==> config.mk <==
export PLATFORM = sky130hd
export DESIGN_NAME = ex_muldiv_flat
export DESIGN_NICKNAME = d
export VERILOG_FILES = /design/src/rtl/ex_muldiv_if.sv /design/src/rtl/ex_muldiv.sv /design/src/flat_wrapper.sv
export SDC_FILE = /design/constraint.sdc
export NUM_CORES = 1
export LEC_CHECK = 0
export BUFFER_PORTS_ARGS = -buffer_cell sky130_fd_sc_hd__buf_2
export CORE_ASPECT_RATIO = 1.4
export CORE_UTILIZATION = 60
export DETAILED_ROUTE_END_ITERATION = 8
export PLACE_DENSITY = 0.76
export SYNTH_ARGS = -nofsm -noshare
export SYNTH_HDL_FRONTEND = slang
export SYNTH_SLANG_ARGS = --single-unit
==> constraint.sdc <==
create_clock -name clk -period 8.55 [get_ports clk]
set_clock_uncertainty 0.1 [all_clocks]
set_input_delay 0.4275 -clock clk [delete_from_list [all_inputs] [get_ports clk]]
set_output_delay 0.4275 -clock clk [all_outputs]
set_load 0.02 [all_outputs]
==> src/rtl/ex_muldiv_if.sv <==
// Handshake and data bundle for the EX-stage iterative multiply/divide unit.
//   start_i, annul_i, op_i, opdata1_i, opdata2_i : request side (pipeline -> unit)
//   hi_o, lo_o, done_o, busy_o, stall_req_o, div_zero_o : result/status side
// master: pipeline driving requests; slave: the multiply/divide unit.
interface ex_muldiv_if #(
    parameter int unsigned WIDTH = 32
);
    logic             start_i;
    logic             annul_i;
    logic [1:0]       op_i;
    logic [WIDTH-1:0] opdata1_i;
    logic [WIDTH-1:0] opdata2_i;
    logic [WIDTH-1:0] hi_o;
    logic [WIDTH-1:0] lo_o;
    logic             done_o;
    logic             busy_o;
    logic             stall_req_o;
    logic             div_zero_o;

    modport master (
        output start_i, annul_i, op_i, opdata1_i, opdata2_i,
        input  hi_o, lo_o, done_o, busy_o, stall_req_o, div_zero_o
    );

    modport slave (
        input  start_i, annul_i, op_i, opdata1_i, opdata2_i,
        output hi_o, lo_o, done_o, busy_o, stall_req_o, div_zero_o
    );
endinterface

==> src/rtl/ex_muldiv.sv <==
// Iterative multiply/divide unit for the EX stage: MULTU/MULT/DIVU/DIV,
// one bit per cycle, HI/LO results registered and held until the next
// completed operation.
// Ports:
//   clk  - clock, rising edge
//   rst  - asynchronous active-low reset
//   bus  - ex_muldiv_if.slave: start_i/annul_i/op_i/opdata1_i/opdata2_i in,
//          hi_o/lo_o/done_o/busy_o/stall_req_o/div_zero_o out
// op_i: 00 MULTU, 01 MULT, 10 DIVU, 11 DIV.
module ex_muldiv #(
    parameter int unsigned WIDTH = 32,
    parameter int unsigned CNT_W = 6
) (
    input  logic        clk,
    input  logic        rst,
    ex_muldiv_if.slave  bus
);
    typedef enum logic [1:0] {IDLE, MUL, DIV, DONE} state_t;

    state_t               state, state_nxt;
    logic [CNT_W-1:0]     cnt;
    logic [2*WIDTH-1:0]   acc;       // MUL: product; DIV: {remainder, dividend/quotient}
    logic [2*WIDTH-1:0]   acc_step;
    logic [2*WIDTH-1:0]   mcand;     // multiplicand, shifted left each MUL step
    logic [2*WIDTH-1:0]   prod_fix;
    logic [WIDTH-1:0]     mplier;    // MUL: multiplier (shifted right); DIV: divisor magnitude
    logic                 sign1, sign2;
    logic [WIDTH-1:0]     hi_q, lo_q;
    logic                 dz_q;
    logic [WIDTH-1:0]     mag1, mag2;
    logic [WIDTH:0]       trial;
    logic [WIDTH-1:0]     res_hi, res_lo;
    logic                 accept, last, div_by_zero, op_signed;

    assign op_signed   = bus.op_i[0];
    assign accept      = (state == IDLE) && bus.start_i && !bus.annul_i;
    assign div_by_zero = bus.op_i[1] && (bus.opdata2_i == '0);
    assign last        = (cnt == CNT_W'(WIDTH - 1));
    assign mag1 = (op_signed && bus.opdata1_i[WIDTH-1]) ? -bus.opdata1_i : bus.opdata1_i;
    assign mag2 = (op_signed && bus.opdata2_i[WIDTH-1]) ? -bus.opdata2_i : bus.opdata2_i;

    // One iteration of shift-add multiply or restoring divide.
    always_comb begin
        acc_step = acc;
        trial    = '0;
        if (state == MUL) begin
            if (mplier[0])
                acc_step = acc + mcand;
        end else if (state == DIV) begin
            // Shifted remainder needs WIDTH+1 bits; trial[WIDTH] is the borrow.
            trial = acc[2*WIDTH-1:WIDTH-1] - {1'b0, mplier};
            if (!trial[WIDTH])
                acc_step = {trial[WIDTH-1:0], acc[WIDTH-2:0], 1'b1};
            else
                acc_step = {acc[2*WIDTH-2:0], 1'b0};
        end
    end

    // Sign fixup of the final iteration's result, taken on entry to DONE.
    always_comb begin
        prod_fix = (sign1 ^ sign2) ? -acc_step : acc_step;
        if (state == MUL) begin
            res_hi = prod_fix[2*WIDTH-1:WIDTH];
            res_lo = prod_fix[WIDTH-1:0];
        end else begin
            res_hi = sign1 ? -acc_step[2*WIDTH-1:WIDTH] : acc_step[2*WIDTH-1:WIDTH];
            res_lo = (sign1 ^ sign2) ? -acc_step[WIDTH-1:0] : acc_step[WIDTH-1:0];
        end
    end

    always_ff @(posedge clk or negedge rst) begin
        if (!rst)
            state <= IDLE;
        else
            state <= state_nxt;
    end

    always_comb begin
        state_nxt = state;
        case (state)
            IDLE: begin
                if (accept) begin
                    if (!bus.op_i[1])
                        state_nxt = MUL;
                    else if (div_by_zero)
                        state_nxt = DONE;
                    else
                        state_nxt = DIV;
                end
            end
            MUL, DIV: begin
                if (bus.annul_i)
                    state_nxt = IDLE;
                else if (last)
                    state_nxt = DONE;
            end
            DONE:    state_nxt = IDLE;
            default: state_nxt = IDLE;
        endcase
    end

    always_ff @(posedge clk or negedge rst) begin
        if (!rst) begin
            cnt    <= '0;
            acc    <= '0;
            mcand  <= '0;
            mplier <= '0;
            sign1  <= 1'b0;
            sign2  <= 1'b0;
            hi_q   <= '0;
            lo_q   <= '0;
            dz_q   <= 1'b0;
        end else begin
            case (state)
                IDLE: begin
                    if (accept) begin
                        cnt    <= '0;
                        acc    <= bus.op_i[1] ? {{WIDTH{1'b0}}, mag1} : '0;
                        mcand  <= {{WIDTH{1'b0}}, mag1};
                        mplier <= mag2;
                        sign1  <= op_signed && bus.opdata1_i[WIDTH-1];
                        sign2  <= op_signed && bus.opdata2_i[WIDTH-1];
                        if (div_by_zero) begin
                            hi_q <= '0;
                            lo_q <= '0;
                            dz_q <= 1'b1;
                        end
                    end
                end
                MUL, DIV: begin
                    if (!bus.annul_i) begin
                        acc   <= acc_step;
                        cnt   <= cnt + CNT_W'(1);
                        mcand <= mcand << 1;
                        if (state == MUL)
                            mplier <= mplier >> 1;
                        if (last) begin
                            hi_q <= res_hi;
                            lo_q <= res_lo;
                            dz_q <= 1'b0;
                        end
                    end
                end
                default: ;
            endcase
        end
    end

    assign bus.hi_o        = hi_q;
    assign bus.lo_o        = lo_q;
    assign bus.div_zero_o  = dz_q;
    assign bus.done_o      = (state == DONE);
    assign bus.busy_o      = (state == MUL) || (state == DIV);
    assign bus.stall_req_o = accept || (state == MUL) || (state == DIV);
endmodule

==> src/flat_wrapper.sv <==
// flat-port wrapper written by rule: the top's interface ports become plain ports
module ex_muldiv_flat 
#(
    parameter int unsigned WIDTH = 32,
    parameter int unsigned CNT_W = 6
)
  (clk, rst, bus_start_i, bus_annul_i, bus_op_i, bus_opdata1_i, bus_opdata2_i, bus_hi_o, bus_lo_o, bus_done_o, bus_busy_o, bus_stall_req_o, bus_div_zero_o);
  ex_muldiv_if #(.WIDTH(WIDTH)) bus_i ();
  input  logic clk;
  input  logic rst;
  input wire logic [$bits(bus_i.start_i)-1:0] bus_start_i;
  input wire logic [$bits(bus_i.annul_i)-1:0] bus_annul_i;
  input wire logic [$bits(bus_i.op_i)-1:0] bus_op_i;
  input wire logic [$bits(bus_i.opdata1_i)-1:0] bus_opdata1_i;
  input wire logic [$bits(bus_i.opdata2_i)-1:0] bus_opdata2_i;
  output wire logic [$bits(bus_i.hi_o)-1:0] bus_hi_o;
  output wire logic [$bits(bus_i.lo_o)-1:0] bus_lo_o;
  output wire logic [$bits(bus_i.done_o)-1:0] bus_done_o;
  output wire logic [$bits(bus_i.busy_o)-1:0] bus_busy_o;
  output wire logic [$bits(bus_i.stall_req_o)-1:0] bus_stall_req_o;
  output wire logic [$bits(bus_i.div_zero_o)-1:0] bus_div_zero_o;
  assign bus_i.start_i = bus_start_i;
  assign bus_i.annul_i = bus_annul_i;
  assign bus_i.op_i = bus_op_i;
  assign bus_i.opdata1_i = bus_opdata1_i;
  assign bus_i.opdata2_i = bus_opdata2_i;
  assign bus_hi_o = bus_i.hi_o;
  assign bus_lo_o = bus_i.lo_o;
  assign bus_done_o = bus_i.done_o;
  assign bus_busy_o = bus_i.busy_o;
  assign bus_stall_req_o = bus_i.stall_req_o;
  assign bus_div_zero_o = bus_i.div_zero_o;
  ex_muldiv #(.WIDTH(WIDTH), .CNT_W(CNT_W)) u_core (.clk(clk), .rst(rst), .bus(bus_i));
endmodule
==> qor_table.md <==
| Parameter | Value | Unit |
| --- | --- | --- |
| Cell type group with the largest total delay on the critical path | simple AND/OR/NAND/NOR gates | - |
| Ranking of synthesized cells by area | sky130_fd_sc_hd__dfrtp_1 29%, sky130_fd_sc_hd__ha_1 6.4%, sky130_fd_sc_hd__nand2_1 6.0% | - |
| Sum of negative setup slack | 0 | ns |
| Post-route ant nets | 0 | - |
| Post-Syn Nets | 2813 | - |
| Post-CTS setup buffer count | 0 | - |
| Number of synthesized flops with an enable pin | 0 | - |
| Terminating pin of the worst hold path | u_core.mplier[31] | - |
| Simple-Gate Fraction of Synth Area | 19.7 | % |
| Number of cells on the worst reg-to-reg path | 18 | - |
| Sequence of cells on the critical path | inv_1 -> ha_2 -> clkinv_1 -> nor2_1 -> nor2_1 -> a221oi_1 -> clkbuf_4 -> ha_1 -> nand2_1 -> a211oi_1 -> nand4_1 -> or2_1 -> or3_1 -> nand4b_1 -> nand2_1 -> o21ai_0 -> o21ai_0 -> o311ai_1 | - |
| Cell type with the largest total area after synthesis | sky130_fd_sc_hd__dfrtp_1 | - |
| Number of DRC markers in iteration 0 | 3487 | - |
| Largest net degree at the start of global routing | 134 | - |
| Clock-pin slew on the worst setup and hold paths | 0.06 | ns |
| Tightest Hold Check Type | input pin to flop | - |
| Largest buffer count on any clock path | 3 | - |
| Layout-stage area growth over the synthesis result | 8.80 | % |
| Total cell area at the placement stage | 21500 | um^2 |
| Multiplexer fraction of the synthesized cell area | 2.61 | % |
| Number of placed instances, taps included | 3099 | - |
| First element of the critical path | u_core.state[0] | - |
| Post-place setup slack | 2.06 | ns |
| Unrepaired setup endpoints after global routing | false | - |
| HPWL after detailed placement | 65.6 | mm |
| Clk Latency, worst-skew pair | 0.58 | ns |
| Via Count | 23204 | - |
| Std-Cell Core Area | 33500 | um^2 |
| Iteration count of the initial detailed-routing pass | 9 | - |
| Initial cell density of the core | 61.4 | % |
| Post-DR vias/cell | 7.38 | - |
| Post-synthesis area per instance | 7.81 | um^2 |
| Ratio of cells with drive above 1 in the final layout | 10.2 | % |
| Finished Core Util | 66.8 | % |
| Post-route cell area | 22400 | um^2 |
| Crit path buffers/inverters | 3 | - |
| Nets | 2860 | - |
| Max stage delay on crit path | 0.83 | ns |
| Worst-case register-to-register setup slack | 2.01 | ns |
| XOR/XNOR Fraction of Synth Area | 7.15 | % |
| Post-synthesis sequential area ratio | 28.6 | % |
| Chip height | 221 | um |
| Pin slew with the least headroom to its limit | 1.28 | ns |
| CP endpoint kind | flop | - |
| Hold violation total from the final report | 0 | - |
| Cell depth of the worst min-delay path | 3 | - |
| Top-area cell type share of the netlist area | 28.6 | % |
| Maximum Capacitance Violations | 0 | - |
| Yosys warnings | 0 | - |
| TritonCTS clock tree | done | - |
| Final setup violating endpoints | 0 | - |
| Arrival time worst endpoint | 6.88 | ns |
| Worst IR Drop VDD | 0.363 | mV |
| Leakage power figure | 9.72 | nW |
| Worst flop-to-flop path endpoint | u_core.bus.hi_o[28] | - |
| Count of different cell masters after synthesis | 95 | - |
| Worst setup path class | flop to flop | - |
| Root Buffer | sky130_fd_sc_hd__clkbuf_16 | - |
| Fmax | 0.153 | GHz |
| Cell depth of the worst setup path | 18 | - |
| Smallest setup slack after layout | 2.01 | ns |
| Global-route wire length before repair | 138 | mm |
| Worst slew slack as a fraction of its limit | 14.2 | % |
| Adder-cell share of the synthesized area | 6.58 | % |
| Post-Layout Cell Count | 3145 | - |
| Number of global-route vias before repair | 22755 | - |
| Power density normalized to cell area | 464 | nW/um^2 |
| Post-synthesis compound-gate area fraction | 30.9 | % |
| Startpoint of the tightest hold check path | bus_opdata2_i[31] | - |
| Cells after synthesis | 2636 | - |
| Post-DR wirelength/cell | 28.4 | um |
| Slowest CP cell | sky130_fd_sc_hd__nor2_1 | - |
| Post-cts gate resize count | 0 | - |
| Port Buffer Count | 137 | - |
| Share of the cycle needed by the critical path after routing | 76.5 | % |
| Violated checks | design-rule violations | - |
| Worst reg2reg startpoint | u_core.state[0] | - |
| Critical path launch point type | flop | - |
| Dominant combinational cell family by area after synthesis | compound AO/OA/AOI/OAI gates | - |
| Async set or reset register ratio after synthesis | 100 | % |
| Antenna violations before repair | 1 | - |
| Required time worst endpoint | 8.88 | ns |
| Max Fanout on Critical Path | 9 | - |
| Die outline area | 35100 | um^2 |
| Horiz. Die Dim | 159 | um |
| GPL Wtd Cong | 1.09 | - |
| Floorplan row count | 79 | - |
| DRC violations left | 9 | - |
| Final WL | 89.4 | mm |
| Post-synthesis cell area | 20600 | um^2 |
| Count of clock tree sinks | 235 | - |
| Most used flip-flop cell after synthesis | sky130_fd_sc_hd__dfrtp_1 | - |
| Count of antenna diodes in the layout | 0 | - |
| Status | complete, but fails checks | - |
| I/O pin total | 138 | - |
| Number of pins exceeding their max-slew limit in the final report | 0 | - |
| Global route total overflow | 0 | - |
| Number of register bits inferred by synthesis | 235 | - |
| Fin crit period | 6.54 | ns |
| CTS H-Tree Depth | 1 | - |
| Total global-route track usage | 52.6 | % |
| Num CTS Buffers | 25 | - |
==> cell families after synthesis <==
family,count (synthesis)
AOI/OAI and AO/OA,955
buffers and inverters,244
and+or+nand+nor,875
adders and majority gates,107
xor gates and xnor gates,168
muxes,52
DFF,235
==> report_power, final <==
| part | total (mW) | switching [mW] | internal [mW] |
|---|---|---|---|
| Sequential | 2.01 | 0.498 | 1.51 |
| Combinational | 7.24 | 4.98 | 2.26 |
| Clock | 1.15 | 0.507 | 0.641 |
| Total | 10.4 | 5.99 | 4.41 |
==> per-layer routing <==
layer  global-route usage [%]  vias up  wire length [um]
li1                         -     9931                 -
met1                     55.3    10934             28500
met2                     80.8     1705             40200
met3                     17.5      632              8950
met4                     51.2        2             11800
met5                    0.866        -                17
==> worst max path at each step <==
stage | endpoint | slack [ns]
2_1_floorplan | u_core.bus.hi_o[18] | 3.28
3_3_place_gp | u_core.bus.hi_o[18] | 2.31
3_5_place_dp | u_core.bus.hi_o[28] | 2.06
4_1_cts | u_core.bus.hi_o[28] | 2.06
5_1_grt | u_core.bus.hi_o[28] | 1.81
6_report | u_core.bus.hi_o[28] | 2.01
==> worst min-delay path, cell delays in order <==
cell and delay [ns]:
sky130_fd_sc_hd__buf_2 0.12, sky130_fd_sc_hd__nand4_1 0.08, sky130_fd_sc_hd__o21ai_0 0.08
==> sequential cells by signal, summed over array words and instances, names as in the netlist, 2 cells and up <==
register and cells:
u_core.mplier 32, u_core.acc 64, u_core.bus.hi_o 32, u_core.bus.lo_o 32, u_core.mcand 64, u_core.state 2, u_core.cnt 6
==> through the flow <==
stage / power [mW] / hold slack [ns]
5_1_grt: 10.9 / 0.0910
2_1_floorplan: 6.42 / 0.0319
4_1_cts: 9.96 / 0.0934
6_report: 10.4 / 0.0893
3_5_place_dp: 8.77 / 0.360
3_3_place_gp: 8.62 / 0.359
==> area by class of cell <==
class	count	area, um^2
Clock buffer	33	706
Clock inverter	11	121
Fill cell	2821	11100
Inverter	90	338
Multi-Input combinational cell	2157	13800
Sequential cell	235	5880
Tap cell	445	557
Timing Repair Buffer	174	988
==> cell usage after synthesis (23+ instances only) <==
| master | number |
|---|---|
| sky130_fd_sc_hd__nand2_1 | 330 |
| sky130_fd_sc_hd__o21ai_0 | 243 |
| sky130_fd_sc_hd__a21oi_1 | 237 |
| sky130_fd_sc_hd__dfrtp_1 | 235 |
| sky130_fd_sc_hd__nor2_1 | 229 |
| sky130_fd_sc_hd__clkbuf_1 | 134 |
| sky130_fd_sc_hd__ha_1 | 105 |
| sky130_fd_sc_hd__xnor2_1 | 90 |
| sky130_fd_sc_hd__inv_1 | 89 |
| sky130_fd_sc_hd__xor2_1 | 78 |
| sky130_fd_sc_hd__nor3_1 | 63 |
| sky130_fd_sc_hd__nand4_1 | 56 |
| sky130_fd_sc_hd__a22o_1 | 55 |
| sky130_fd_sc_hd__nand3_1 | 41 |
| sky130_fd_sc_hd__mux2i_1 | 39 |
| sky130_fd_sc_hd__a221o_1 | 35 |
| sky130_fd_sc_hd__a211oi_1 | 33 |
| sky130_fd_sc_hd__o31ai_1 | 33 |
| sky130_fd_sc_hd__or3_1 | 26 |
| sky130_fd_sc_hd__a21o_1 | 25 |
| sky130_fd_sc_hd__o211ai_1 | 25 |
| sky130_fd_sc_hd__o21a_1 | 24 |
| sky130_fd_sc_hd__a31oi_1 | 23 |
==> cells in the final DEF, fill, tap and decap left out, drive strengths merged, types with 78 or more instances in the layout <==
master	instances
nand2	330
o21ai	260
a21oi	240
dfrtp	235
nor2	230
buf	172
ha	105
xnor2	90
inv	90
xor2	78
==> repair_timing <==
action / 4_1_cts / 5_1_grt
setup endpoints to repair: 0 / 0
hold buffers: 1 / 0
hold endpoints to repair: 102 / 0
Power figures use the tool's default switching activity.
